<file path="src/rtl/issue_scheduler.sv">
// Dual-slot in-order issue scheduler: register scoreboard, intra-pair hazard
// detection, a run/stall/flush control FSM and a sticky stall watchdog.
module issue_scheduler #(
    parameter int unsigned STALL_LIMIT = 15
) (
    input  logic        clk,
    input  logic        rst,
    input  logic        fetch_valid0,
    input  logic        fetch_valid1,
    input  logic [31:0] instr0,
    input  logic [31:0] instr1,
    input  logic        ack1,
    input  logic        ack2,
    input  logic        wb_valid1,
    input  logic [4:0]  wb_rd1,
    input  logic        wb_valid2,
    input  logic [4:0]  wb_rd2,
    input  logic        flush,
    output logic        pop0,
    output logic        pop1,
    output logic        iss1_valid,
    output logic [31:0] iss1_instr,
    output logic        iss2_valid,
    output logic [31:0] iss2_instr,
    output logic        freeze1,
    output logic        freeze2,
    output logic        dependency_on_ins2,
    output logic        nothing_filled,
    output logic [31:0] busy_mask,
    output logic        hang
);

    localparam int unsigned CW = $clog2(STALL_LIMIT + 1);
    localparam logic [CW-1:0] CNT_MAX = CW'(STALL_LIMIT);

    typedef enum logic [1:0] {
        IDLE,
        RUN,
        STALL,
        FLUSH
    } state_t;

    state_t          state;
    logic [CW-1:0]   stall_cnt;
    logic [CW-1:0]   stall_inc;

    logic [6:0] op_a, op_b;
    logic [4:0] rd_a, rs1_a, rs2_a, rd_b, rs1_b, rs2_b;
    logic       wr_a, rd1_a, rd2_a, wr_b, rd1_b, rd2_b;
    logic       conf_a, conf_b, hazard, can_b, blocked_a, issue_ok;
    logic [31:0] busy_nxt;

    function automatic logic writes_rd(input logic [6:0] op, input logic [4:0] rd);
        logic w;
        case (op)
            7'b0110011, 7'b0010011, 7'b0000011, 7'b0110111,
            7'b0010111, 7'b1101111, 7'b1100111: w = 1'b1;
            default:                            w = 1'b0;
        endcase
        return w && (rd != 5'd0);
    endfunction

    function automatic logic reads_rs1(input logic [6:0] op);
        return !(op == 7'b0110111 || op == 7'b0010111 || op == 7'b1101111);
    endfunction

    function automatic logic reads_rs2(input logic [6:0] op);
        return (op == 7'b0110011 || op == 7'b0100011 || op == 7'b1100011);
    endfunction

    function automatic logic is_ctrl(input logic [6:0] op);
        return (op == 7'b1100011 || op == 7'b1101111 || op == 7'b1100111);
    endfunction

    // Field decode, scoreboard conflicts and intra-pair hazard for both slots
    always_comb begin
        op_a  = instr0[6:0];
        rd_a  = instr0[11:7];
        rs1_a = instr0[19:15];
        rs2_a = instr0[24:20];
        op_b  = instr1[6:0];
        rd_b  = instr1[11:7];
        rs1_b = instr1[19:15];
        rs2_b = instr1[24:20];

        wr_a  = writes_rd(op_a, rd_a);
        rd1_a = reads_rs1(op_a);
        rd2_a = reads_rs2(op_a);
        wr_b  = writes_rd(op_b, rd_b);
        rd1_b = reads_rs1(op_b);
        rd2_b = reads_rs2(op_b);

        conf_a = (rd1_a && busy_mask[rs1_a]) || (rd2_a && busy_mask[rs2_a]) ||
                 (wr_a && busy_mask[rd_a]);
        conf_b = (rd1_b && busy_mask[rs1_b]) || (rd2_b && busy_mask[rs2_b]) ||
                 (wr_b && busy_mask[rd_b]);

        hazard = (wr_a && rd1_b && (rs1_b == rd_a)) ||
                 (wr_a && rd2_b && (rs2_b == rd_a)) ||
                 (wr_a && wr_b && (rd_b == rd_a)) ||
                 is_ctrl(op_a);

        can_b     = fetch_valid1 && ack2 && !conf_b;
        blocked_a = fetch_valid0 && !(ack1 && !conf_a);
        issue_ok  = rst && (state == RUN) && !flush;
        pop0      = issue_ok && fetch_valid0 && ack1 && !conf_a;
        pop1      = pop0 && can_b && !hazard;
    end

    // Scoreboard update: writeback clears first, then issue sets so a set wins
    always_comb begin
        busy_nxt = busy_mask;
        if (wb_valid1) busy_nxt[wb_rd1] = 1'b0;
        if (wb_valid2) busy_nxt[wb_rd2] = 1'b0;
        if (pop0 && wr_a) busy_nxt[rd_a] = 1'b1;
        if (pop1 && wr_b) busy_nxt[rd_b] = 1'b1;
        busy_nxt[0] = 1'b0;
    end

    assign stall_inc = (stall_cnt == CNT_MAX) ? stall_cnt : stall_cnt + 1'b1;

    // Control FSM, stall watchdog, issue registers and scoreboard state
    always_ff @(posedge clk or negedge rst) begin
        if (!rst) begin
            state              <= IDLE;
            stall_cnt          <= '0;
            hang               <= 1'b0;
            iss1_valid         <= 1'b0;
            iss2_valid         <= 1'b0;
            iss1_instr         <= '0;
            iss2_instr         <= '0;
            freeze1            <= 1'b1;
            freeze2            <= 1'b1;
            nothing_filled     <= 1'b1;
            dependency_on_ins2 <= 1'b0;
            busy_mask          <= '0;
        end else begin
            iss1_valid         <= pop0;
            iss2_valid         <= pop1;
            freeze1            <= !pop0;
            freeze2            <= !pop1;
            nothing_filled     <= !pop0;
            dependency_on_ins2 <= pop0 && can_b && hazard;
            busy_mask          <= busy_nxt;
            if (pop0) iss1_instr <= instr0;
            if (pop1) iss2_instr <= instr1;

            stall_cnt <= '0;
            if (flush) begin
                state <= FLUSH;
            end else begin
                case (state)
                    IDLE: if (fetch_valid0) state <= RUN;
                    RUN: begin
                        if (!fetch_valid0)  state <= IDLE;
                        else if (!pop0)     state <= STALL;
                    end
                    STALL: begin
                        // Re-entering RUN costs one non-issuing cycle.
                        if (blocked_a) begin
                            stall_cnt <= stall_inc;
                            if (stall_inc == CNT_MAX) hang <= 1'b1;
                        end else begin
                            state <= RUN;
                        end
                    end
                    FLUSH: if (busy_mask == '0) state <= IDLE;
                    default: state <= IDLE;
                endcase
            end
        end
    end

endmodule

</file>
<file path="config.mk">
export PLATFORM = sky130hd
export DESIGN_NAME = issue_scheduler
export DESIGN_NICKNAME = d
export VERILOG_FILES = /design/src/rtl/issue_scheduler.sv
export SDC_FILE = /design/constraint.sdc
export NUM_CORES = 1
export LEC_CHECK = 0
export BUFFER_PORTS_ARGS = -buffer_cell sky130_fd_sc_hd__buf_4
export CORE_MARGIN = 2
export CORE_UTILIZATION = 54
export DETAILED_ROUTE_END_ITERATION = 12
export MAX_ROUTING_LAYER = met4
export PLACE_DENSITY = 0.81
export SYNTH_ARGS = -nofsm -noshare
export SYNTH_HDL_FRONTEND = slang
export SYNTH_SLANG_ARGS = --single-unit
</file>
<file path="constraint.sdc">
create_clock -name clk -period 3.36 [get_ports clk]
set_input_delay 0.168 -clock clk [delete_from_list [all_inputs] [get_ports clk]]
set_output_delay 0.168 -clock clk [all_outputs]
set_load 0.005 [all_outputs]
</file>
# ---- After elaboration in Yosys (flattened, before gate mapping)
# Cells that the tools add are included.
dict set report word_totals {
  regBits 107
  inputBits 83
  out_inout_bits 105
  elab_cells 164
}
dict set report classes {
  add_sub_neg 1
  magnitude_cmp 12
  n_eq_ne 30
  mux 37
  bitwise 7
  reduce_logical 66
}
# cell count
set op_table {}
lappend op_table {{$mux W32} 4}
lappend op_table {{$and A32 B32 Y32} 2}
lappend op_table {{$not A32 Y32} 2}
lappend op_table {{$or A32 B32 Y32} 2}
lappend op_table {{$lt A5 B6 Y1 const B} 8}
lappend op_table {{$eq A7 B6 Y1 const B} 6}
lappend op_table {{$eq A7 B7 Y1 const B} 6}
lappend op_table {{$logic_and A1 B1 Y1} 32}
lappend op_table {{$logic_not A32 Y1} 1}
lappend op_table {{$bmux W1 S5} 6}
lappend op_table {{$eq A7 B5 Y1 const B} 4}
lappend op_table {{$demux W1 S5} 4}
lappend op_table {{$ge A5 B1 Y1 const B} 4}
lappend op_table {{$logic_or A1 B1 Y1} 17}
lappend op_table {{$mux W4} 4}
lappend op_table {{$eq A5 B5 Y1} 3}
lappend op_table {{$eq A7 B2 Y1 const B} 2}
lappend op_table {{$reduce_or A7 Y1} 2}
lappend op_table {{$mux W1} 12}
lappend op_table {{$mux W2} 6}
lappend op_table {{$reduce_bool A5 Y1} 2}
lappend op_table {{$logic_not A1 Y1} 9}
lappend op_table {{$ne A3 B3 Y1 const B} 3}
lappend op_table {{$eq A4 B4 Y1 const B} 2}
lappend op_table {{8 further kinds} 10}

# ---- Logic depth before layout (Yosys ltp)
# Gate-level depths: netlist (run 1).
dict set report depth {
  word_depth 14
  mapped_depth 12
  mapped_depth_nobuf 9
}

# ---- Least setup slack after synthesis (run 1)
# No wires, ideal clock.
dict set report synth_path {
  kind {register to register}
  from {register busy_mask[31]}
  to {register iss2_instr[13]}
  setup_time_ns 0.128
  t_arrival_ns 2.631
  required_time_ns 3.232
  slack_ns 0.601
  stages_incl_launch_ff 11
  n_path_buf 1
  synth_period_minus_slack_ns 2.759
  cell_sequence {dfrtp_1 mux4_2 mux2i_1 nor2b_1 o21a_1 a311o_1 nor3_2 and3_1 inv_2 buf_4 mux2_1}
}
dict set report synth_between {
  elab_chain_cells 9
  word_cells_on_any_way 28
  classes_between {mux: 12; reduce/logical: 16}
}
# element line_no
set synth_lines {}
lappend synth_lines {{start, declared} 29} ;# output logic [31:0] busy_mask,
lappend synth_lines {{start signal, assigned} 144} ;# busy_mask <= busy_nxt;
lappend synth_lines {{$bmux W1 S5 (on tied branches)} {93, 95}}
lappend synth_lines {{$mux W1 (on tied branches)} {93, 95}}
lappend synth_lines {{$logic_and A1 B1 Y1 (on tied branches)} {93, 95}}
lappend synth_lines {{$logic_or A1 B1 Y1 (on tied branches) (2 in a row)} {93, 95}}
lappend synth_lines {{$logic_not A1 Y1 (on tied branches)} {106, 103}}
lappend synth_lines {{$logic_and A1 B1 Y1 (on tied branches)} {106, 103}}
lappend synth_lines {{$logic_and A1 B1 Y1 (*) (2 in a row)} 107} ;# pop1 = pop0 && can_b && !hazard;
lappend synth_lines {{via pop1} 20} ;# output logic pop1,
lappend synth_lines {{end signal, assigned} 146} ;# if (pop1) iss2_instr <= instr1;
lappend synth_lines {{end, declared} 24} ;# output logic [31:0] iss2_instr,
# The timed path passes the listed nets; every way through them passes the cells marked *. The select of a mux whose other input is x is not followed.
# A chain may end at the register's enable or synchronous reset.

# ---- Worst setup path in the final report (run 1)
dict set report layout_path {
  from {register busy_mask[31]}
  to {register busy_mask[4]}
}
dict set report layout_between {
  elab_chain_cells 11
  word_cells_on_any_way 33
  classes_between {mux: 14; bitwise: 1; reduce/logical: 18}
}
# element line_no
set layout_lines {}
lappend layout_lines {{$bmux W1 S5 (on tied branches)} {93, 95}}
lappend layout_lines {{$mux W1 (on tied branches)} {93, 95}}
lappend layout_lines {{$logic_and A1 B1 Y1 (on tied branches)} {93, 95}}
lappend layout_lines {{$logic_or A1 B1 Y1 (on tied branches) (2 in a row)} {93, 95}}
lappend layout_lines {{$logic_not A1 Y1 (on tied branches)} {106, 103}}
lappend layout_lines {{$logic_and A1 B1 Y1 (on tied branches)} {106, 103}}
lappend layout_lines {{$logic_and A1 B1 Y1 (on tied branches)} {115, 107}}
lappend layout_lines {{$mux W32 or $logic_and A1 B1 Y1 (tied branches)} {115, 107}}
lappend layout_lines {{$or A32 B32 Y32 (no line) or $logic_and A1 B1 Y1 (tied branches)} n/a}
lappend layout_lines {{$mux W32 (*)} 116} ;# if (pop1 && wr_b) busy_nxt[rd_b] = 1'b1;
lappend layout_lines {{via busy_nxt[4]} 51} ;# logic [31:0] busy_nxt;
# Marked as above.

==> flow_summary_export.csv, run 1 <==
group,metric,value,unit
status,outcome,"finished, violations left",
status,violations,"negative hold slack",
clocking,clock_latency,0.36,ns
clocking,path_clk_slew,0.07,ns
timing,final-hold-violation-count,19,
clocking,cts_setup_buffers,0,
pwr,p_int,2310,uW
route,drt_iter0_drc,844,
floorplan,initial_utilization,55.4,%
synthesis,netlist-cell-type-count,63,
worst_setup_path,timing.rr.end,"busy_mask[4]$_DFF_PN0_",
worst_setup_path,r2r_slack,0.1,ns
route,drtPass1Iterations,5,
synthesis,synth_edf_count,0,
route,ant_nets,0,
timing,fin_crit_sh,97.1,%
clocking,cts_max_level,3,
pwr,powerDensity,348,nW/um^2
synthesis,yosysSeqAreaShare,36.4,%
global_routing,met2_usage,56.9,%
pwr,pwr-share-clk,31.7,%
finish,nFillCells,1014,
finish,antenna_cells,0,
synthesis,synth_cells,697,
timing,whs,-0.0277,ns
synthesis,synthTopCellsByArea,"dfrtp_1, mux4_2, mux2_2",
worst_setup_path,worstSetupPathType,"reg2reg",
pwr,vdd_ir_drop_max,0.000241,V
clocking,cts-root-buf,"clkbuf_16",
placed_design,dpl_cell_area,9030,um^2
global_routing,use_met3,6.60,%
global_routing,grt_overflow,0,
placed_design,place_congestion,0.974,
clocking,cts_tree,"yes",
finish,drive_above_1_share,39.9,%
clocking,clock-sinks,107,
route,routed_wl,26400,um
timing,skew,0.0128,ns
timing,worst_pin_slew,1.25,ns
pwr,switching_share,28.6,%
synthesis,syn_nets,781,
global_routing,grt_pass1_wl,40600,um
finish,nets,958,
timing,relSlewSlack,16.5,%
pwr,power.switching,926,uW
timing,finalCriticalPeriod,3.26,ns
worst_setup_path,path_max_fanout,20,
clocking,cts_hold_buf,0,
worst_setup_path,crit_path_end_kind,"flip-flop",
worst_setup_path,worstSetupStartpointType,"flip-flop",
timing,fin_tns_setup,0,ns
global_routing,antenna_found_initial,0,
clocking,clockBufferDepth,2,
timing,rsz0062_at_grt,"false",
worst_setup_path,cp.arrival,3.48,ns
synthesis,async_flop_share,100,%
clocking,numCtsBuffers,9,
finish,instances_no_fill,1055,
pwr,p_seq_share,46.0,%
synthesis,synth.top_cell.area_share,35.7,%
finish,register_area,2680,um^2
global_routing,use_met1,51.5,%
worst_setup_path,required,3.58,ns
pwr,p_comb_share,22.3,%
global_routing,grt_use_total,38.0,%
timing,finalSetupViolCount,0,
worst_setup_path,reg2reg_depth,10,
pwr,total_power,3240,uW
timing,max_freq,0.307,GHz
pwr,power_leakage,0.00431,uW
worst_hold_path,hold_class,"in2async",
finish,fin_area,9310,um^2
synthesis,netlist_area,7360,um^2
global_routing,grt_start_max_net_pins,69,
finish,syn_to_final_growth,26.5,%
floorplan,fp.dieH,121,um
flow_run,cap_violations,0,
route,wl_per_cell,25.0,um
synthesis,synthFlopType,"dfrtp_1",
route,drc,0,
route,vias,6990,
synthesis,synth_top_cell_by_area,"dfrtp_1",
floorplan,io_pins,188,
synthesis,synth_seq_cells,107,
global_routing,grt_busiest_layer,"met2",
finish,multiInputGateArea,4380,um^2
worst_setup_path,r2r-start,"busy_mask[31]$_DFF_PN0_",
global_routing,grt_pass1_vias,6935,
placed_design,dpl.hpwl,19400,um
floorplan,fp.coreArea,13300,um^2
placed_design,dp.cells,1039,
synthesis,yosys_warnings,0,
floorplan,die-area,14600,um^2
finish,post-route-util,70.1,%
timing,drv_slew,0,
placed_design,io_buffers,186,
finish,layout_common_cells,"buf_4, dfrtp_1, nand2_1",
synthesis,postSynthAreaPerCell,10.6,um^2
route,viasPerCell,6.63,
floorplan,rows,42,
floorplan,die_w,121,um
finish,mostFrequentLayoutCell,"buf_4",
clocking,ctsResizeCount,0,
==> synthesized netlist by cell type, drive strengths merged, types with 9 or more instances <==
cell type	count
dfrtp	105
xnor2	10
nor2	24
buf	34
a41oi	31
and3	9
nor3b	16
nor3	9
nor2b	15
a21oi	43
mux4	33
o21ai	9
nand3	17
mux2	73
o41ai	32
mux2i	27
clkbuf	27
nand2	92
nor4	9
==> kinds of logic (layout without fill, tap and decap cells) <==
| kind of cell | Yosys count | count (layout) | synth area share, % |
|---|---|---|---|
| buffers and inverters | 68 | 250 | 4.30 |
| xor gates and xnor gates | 17 | 17 | 2.02 |
| and+or+nand+nor | 227 | 227 | 15.7 |
| AOI/OAI and AO/OA | 143 | 143 | 16.4 |
| other | 1 | 1 | 0.0509 |
| muxes | 133 | 133 | 24.9 |
| DFF | 107 | 107 | 36.4 |
| adders and majority gates | 1 | 1 | 0.170 |
==> power groups by stage <==
stage / registers (uW) / clock network (uW) / logic, uW
after global placement: 1500 / 0 / 699
after detailed placement: 1510 / 0 / 719
final: 1490 / 1030 / 721
after CTS: 1490 / 1030 / 721
after global routing: 1510 / 1080 / 775
after floorplan: 1520 / 0 / 298
==> worst max-delay path by stage <==
stage	start	to	cells past startpoint
global route	busy_mask[16]$_DFF_PN0_	busy_mask[4]$_DFF_PN0_	10
finish	busy_mask[31]$_DFF_PN0_	busy_mask[4]$_DFF_PN0_	10
global placement	instr0[8]	busy_mask[4]$_DFF_PN0_	11
floorplan	busy_mask[31]$_DFF_PN0_	iss2_instr[13]$_DFFE_PN0N_	10
detailed placement	instr0[8]	busy_mask[4]$_DFF_PN0_	11
CTS	busy_mask[31]$_DFF_PN0_	busy_mask[4]$_DFF_PN0_	10
==> cell type report <==
cell class / instances / share of cell area (%)
Multi-Input combinational cell: 522 / 47.0
Sequential cell: 107 / 28.8
Timing Repair Buffer: 227 / 18.6
Clock buffer: 10 / 2.46
Tap cell: 176 / 2.36
Clock inverter: 6 / 0.537
Inverter: 7 / 0.282
==> critical path, cell delays in order, from the launching register on <==
cell and delay (ns):
dfrtp_1 0.52, mux2_2 0.32, or3_1 0.37, nand4_1 0.14
nor4_1 0.07, a311o_1 0.42, nor3_4 0.30, and3_1 0.28
inv_2 0.09, buf_12 0.17, o41ai_2 0.42
==> flip-flops by register name, summed over array words and instances, names as in the netlist <==
signal	count
iss1_instr	32
iss2_instr	32
busy_mask	31
stall_cnt	4
state	2
dependency_on_ins2	1
freeze2	1
hang	1
iss1_valid	1
iss2_valid	1
nothing_filled	1
==> layer usage <==
metal	vias to the layer above	share of wire, %
li1	3025	-
met1	3392	40
met2	485	45
met3	88	11
met4	0	4.4
met5	-	0
==> stage by stage <==
| step | hold slack [ns] | setup WS, ns |
|---|---|---|
| finish | -0.0277 | 0.0982 |
| global route | 0.0179 | 0.0168 |
| CTS | 0.00796 | 0.193 |
| global placement | 0.372 | 0.179 |
| floorplan | -0.128 | 0.601 |
| detailed placement | 0.388 | 0.199 |
No activity file was read; power rests on OpenSTA's default activity.
==> run 2, diff against run 1 <==
ABC_AREA = 1   (was not set)
CORE_UTILIZATION = 55   (was 54)
==> flow_summary_export.csv, run 2 <==
group,metric,value,unit
status,outcome,"finished, final reports clean",
worst_hold_path,hold_class,"in2reg",
synthesis,synth.top_cell.area_share,32.6,%
synthesis,synth_most_common_cell,"nand2_1",
pwr,power_leakage,0.00541,uW
finish,fin_area,9790,um^2
worst_setup_path,cp.arrival,3.02,ns
timing,max_freq,0.314,GHz
finish,antenna_cells,0,
placed_design,dpl.hpwl,22200,um
timing,whs,0.00615,ns
timing,fin_crit_sh,94.8,%
route,drc,0,
synthesis,synthFlopType,"dfrtp_1",
floorplan,fp.dieH,125,um
synthesis,synth_top_cell_by_area,"dfrtp_1",
pwr,power.switching,1560,uW
global_routing,grt_start_max_net_pins,69,
synthesis,netlist_area,8050,um^2
synthesis,async_flop_share,100,%
global_routing,met2_usage,56.0,%
timing,drv_slew,0,
global_routing,grt_overflow,0,
timing,fin_tns_setup,0,ns
worst_setup_path,path_max_fanout,32,
floorplan,die-area,15600,um^2
floorplan,rows,44,
clocking,numCtsBuffers,9,
floorplan,io_pins,188,
global_routing,use_met3,7.36,%
timing,finalSetupViolCount,0,
timing,final-hold-violation-count,0,
synthesis,syn_nets,1356,
timing,worst_pin_slew,1.05,ns
clocking,ctsResizeCount,0,
placed_design,dp.cells,1593,
pwr,switching_share,36.5,%
timing,rsz0062_at_grt,"false",
route,wl_per_cell,19.1,um
finish,top_regs,"iss1_instr: 32 flops, iss2_instr: 32 flops, busy_mask: 31 flops",
route,drtPass1Iterations,7,
synthesis,synth_edf_count,0,
placed_design,io_buffers,186,
clocking,cts_setup_buffers,0,
route,routed_wl,30800,um
synthesis,synth_seq_cells,107,
clocking,path_clk_slew,0.08,ns
pwr,pwr-share-clk,25.1,%
route,viasPerCell,5.99,
floorplan,die_w,125,um
timing,relSlewSlack,29.5,%
finish,nets,1507,
route,vias,9649,
synthesis,synth_cells,1272,
route,drt_iter0_drc,1118,
synthesis,synthTopCellsByArea,"dfrtp_1, nand2_1, nand3_1",
global_routing,grt_use_total,39.1,%
pwr,p_seq_share,41.0,%
floorplan,initial_utilization,55.8,%
clocking,clockBufferDepth,2,
timing,skew,0.0108,ns
synthesis,ys_top_cells_by_count,"nand2_1, inv_1, nand3_1",
worst_hold_path,worstHoldPathCells,3,
finish,mostFrequentLayoutCell,"nand2_1",
pwr,p_comb_share,33.9,%
worst_setup_path,required,3.19,ns
timing,worst_slack,0.174,ns
global_routing,grt_pass1_wl,46900,um
clocking,cts_tree,"yes",
pwr,p_int,2720,uW
global_routing,grt_busiest_layer,"met2",
clocking,clock_latency,0.36,ns
synthesis,yosysSeqAreaShare,33.3,%
global_routing,grt_pass1_vias,8491,
clocking,cts_max_level,3,
placed_design,place_congestion,1.12,
synthesis,yosys_warnings,0,
worst_setup_path,worstSetupStartpointType,"flip-flop",
flow_run,cap_violations,0,
finish,instances_no_fill,1612,
floorplan,fp.coreArea,14400,um^2
global_routing,use_met1,53.7,%
finish,layout_common_cells,"nand2_1, buf_4, inv_1",
placed_design,place_ws,0.335,ns
pwr,powerDensity,437,nW/um^2
synthesis,postSynthAreaPerCell,6.33,um^2
finish,drive_above_1_share,17.3,%
clocking,cts-root-buf,"clkbuf_16",
synthesis,netlist-cell-type-count,39,
finish,syn_to_final_growth,21.6,%
timing,finalCriticalPeriod,3.19,ns
clocking,clock-sinks,107,
worst_setup_path,worstSetupPathType,"reg2out",
route,ant_nets,0,
placed_design,dpl_cell_area,9450,um^2
pwr,vdd_ir_drop_max,0.000269,V
worst_setup_path,crit_path_end_kind,"output pin",
global_routing,antenna_found_initial,0,
worst_setup_path,reg2reg_depth,15,
[run 2: timing repair]
item	in CTS	in global routing
endpoints found under the setup margin	0	1
hold buffers	2	0
endpoints found under the hold margin	2	0
[run 2: path summary, 6_finish.rpt]
| kind | startpoint | endpoint | slack, ns |
|---|---|---|---|
| worst max-delay path | busy_mask[26]$_DFF_PN0_ | pop1 | 0.17 |
| worst min-delay path | instr0[31] | iss1_instr[31]$_DFFE_PN0N_ | 0.006 |
| worst max register to register | busy_mask[26]$_DFF_PN0_ | busy_mask[20]$_DFF_PN0_ | 0.45 |
| worst min register to register | hang$_DFFE_PN0P_ | hang$_DFFE_PN0P_ | 0.47 |
| max in group asynchronous | rst | nothing_filled$_DFF_PN1_ | 2.28 |
| min in group asynchronous | rst | stall_cnt[3]$_DFF_PN0_ | 0.02 |
[run 2: kinds of logic after synthesis]
family	synth area share (%)
AOI/OAI and AO/OA	9.34
other	0.0466
adders and majority gates	0.155
xor gates and xnor gates	1.41
DFF	33.3
and+or+nand+nor	43.6
buffers and inverters	12.0
muxes	0.124
[run 2: area by class of cell]
type	count	area [um^2]
inverters	156	586
well taps	184	230
clock buffers	10	239
clock inverters	6	62.6
multi-input cells	941	4420
fillers	1343	4640
flip-flops and latches	107	2680
repair buffers	208	1570
[run 2: worst max-delay path: stages, from the launching register on]
cell,delay (ns)
dfrtp_1,0.54
inv_1,0.32
nand2_1,0.10
nand2_1,0.08
nand2_1,0.05
nand2_1,0.07
nand2_1,0.04
nand2_1,0.07
nor2_1,0.04
nand3_1,0.07
nand2_1,0.06
inv_2,0.08
nand3_2,0.24
nor2_8,0.53
nand2_4,0.09
inv_1,0.14
buf_4,0.12
[run 2: power by group through the flow]
stage	combinational (uW)	clock (uW)	sequential [uW]
after floorplan	665	0	1740
after global placement	1400	0	1760
after detailed placement	1420	0	1770
after CTS	1420	1090	1740
after global routing	1580	1150	1770
final	1450	1070	1750
[run 2: metal layers]
metal	wire length, um	vias to the layer above
met5	0	-
met4	1570	0
met3	3830	109
met2	13400	711
met1	12100	4366
li1	-	4463
[run 2: per-stage QoR]
stage / power, uW / utilization [%]
finish: 4280 / 67.9
CTS: 4260 / 67.8
detailed placement: 3180 / 65.5
global placement: 3160 / 65.5
floorplan: 2400 / -
global route: 4510 / 67.9
==> run 3, diff against run 2 <==
CORE_UTILIZATION = 50   (was 55)
PLACE_DENSITY = 0.78   (was 0.81)
clock period = 2.7 ns   (was 3.36 ns; I/O delays follow)
==> flow_summary_export.csv, run 3 (same netlist as run 2, synthesis figures left out) <==
group,metric,value,unit
finish,top_regs,"iss1_instr: 32 flops, iss2_instr: 32 flops, busy_mask: 31 flops",
timing,whs,0.0105,ns
floorplan,fp.dieH,131,um
clocking,cts_tree,"yes",
placed_design,io_buffers,186,
timing,rsz0062_at_grt,"true",
timing,relSlewSlack,60.5,%
floorplan,initial_utilization,50.9,%
worst_setup_path,required,2.57,ns
timing,max_freq,0.377,GHz
timing,fin_tns_setup,0,ns
clocking,clockBufferDepth,2,
worst_setup_path,cp.arrival,2.52,ns
floorplan,fp.coreArea,15800,um^2
worst_setup_path,crit_path_end_kind,"output pin",
worst_hold_path,worstHoldStart,"instr1[13]",
worst_setup_path,worstSetupPathType,"reg2out",
finish,antenna_cells,0,
clocking,cts_max_level,3,
route,vias,9673,
global_routing,antenna_found_initial,0,
timing,worst_pin_slew,0.592,ns
finish,nets,1551,
worst_hold_path,min_to,"iss2_instr[13]$_DFFE_PN0N_",
worst_setup_path,timing.rr.end,"iss2_instr[12]$_DFFE_PN0N_",
worst_hold_path,hold_class,"in2reg",
clocking,clock_latency,0.36,ns
route,ant_nets,0,
worst_hold_path,worstHoldPathCells,3,
route,drt_iter0_drc,1078,
global_routing,grt_pass1_wl,48100,um
clocking,cts-root-buf,"clkbuf_16",
pwr,power_leakage,0.00563,uW
status,outcome,"finished, final reports clean",
clocking,numCtsBuffers,9,
finish,syn_to_final_growth,27.9,%
placed_design,dpl.hpwl,23900,um
clocking,clock-sinks,107,
global_routing,grt_start_max_net_pins,47,
finish,layout_common_cells,"nand2_1, buf_4, nand3_1",
timing,drv_slew,0,
timing,final-hold-violation-count,0,
worst_setup_path,worstSetupStartpointType,"flip-flop",
timing,fin_crit_sh,98.3,%
worst_setup_path,crit_start,"busy_mask[10]$_DFF_PN0_",
timing,skew,0.0132,ns
global_routing,grt_pass1_vias,8715,
route,viasPerCell,5.73,
route,drtPass1Iterations,7,
route,wl_per_cell,19.4,um
worst_setup_path,r2r-start,"busy_mask[10]$_DFF_PN0_",
timing,finalSetupViolCount,0,
finish,drive_above_1_share,19.4,%
clocking,path_clk_slew,0.08,ns
floorplan,io_pins,188,
global_routing,grt_overflow,0,
pwr,powerDensity,540,nW/um^2
route,drc,0,
flow_run,cap_violations,0,
floorplan,die_w,131,um
finish,mostFrequentLayoutCell,"nand2_1",
global_routing,grt_use_total,38.6,%
floorplan,rows,46,
worst_setup_path,reg2reg_depth,13,
route,routed_wl,32700,um
timing,finalCriticalPeriod,2.65,ns
worst_setup_path,path_max_fanout,34,
placed_design,place_congestion,1.07,
floorplan,die-area,17100,um^2
pwr,vdd_ir_drop_max,0.000375,V
worst_setup_path,r2r_slack,0.34,ns
run 3: cell count changes in the layout (fill, tap and decap cells not counted), sizes merged:
cell / delta
buf: +26
inv: -5
dlygate4sd3: +19
bufinv: +1
clkinvlp: +4
nor2: -1
run 3: area by class of cell:
class	instances	area [um^2]
Multi-Input combinational cell	940	4420
Clock inverter	6	85.1
Tap cell	216	270
Inverter	156	602
Sequential cell	107	2680
Fill cell	1525	5540
Clock buffer	10	229
Timing Repair Buffer	253	2000
run 3: critical path, cell delays in order, from the launching register on:
cell	delay, ns
dfrtp_1	0.52
inv_1	0.25
nand2_1	0.08
nand3_1	0.07
nand3_1	0.07
nand3_1	0.08
nand3_1	0.10
nand3_2	0.14
nand4_4	0.20
nor2_8	0.22
nand2_8	0.18
inv_1	0.12
buf_4	0.11
run 3: worst max-delay path by stage:
stage          slack [ns]  depth (start not counted)    to
3_5_place_dp         0.20                         12  pop1
4_1_cts             0.001                         14  pop1
6_report             0.05                         12  pop1
2_1_floorplan        0.90                         14  pop1
3_3_place_gp         0.19                         12  pop1
5_1_grt             -0.05                         14  pop1
run 3: timing repair:
action | CTS | global route
hold buffers | 21 | 0
endpoints found under the hold margin | 39 | 0
setup endpoints to repair | 1 | 2
buffers inserted | 0 | 3
resized for setup | 3 | 15
run 3: metal layers:
layer	track usage, %	routed length (um)
met1	50.1	12900
met4	18.8	1590
met3	8.59	3810
met2	57.1	14400
met5	-	0
run 3: power breakdown:
| group | internal (uW) | switching [uW] | leakage (uW) |
|---|---|---|---|
| Sequential | 1910 | 213 | 0.00143 |
| Clock | 744 | 683 | 0.000149 |
| Combinational | 871 | 1140 | 0.00405 |
| Total | 3530 | 2030 | 0.00563 |
run 3: stage by stage:
stage          area [um^2]  worst slack (ns)  cells  power, uW  utilization, %
4_1_cts              10200           0.00123   1685       5520            64.7
2_1_floorplan         8050             0.899   1272       2990               -
5_1_grt              10300           -0.0486   1688       5850            65.0
3_5_place_dp          9720             0.202   1648       4080            61.4
6_report             10300            0.0471   1688       5560            65.0
3_3_place_gp          9720             0.192   1648       4050            61.4
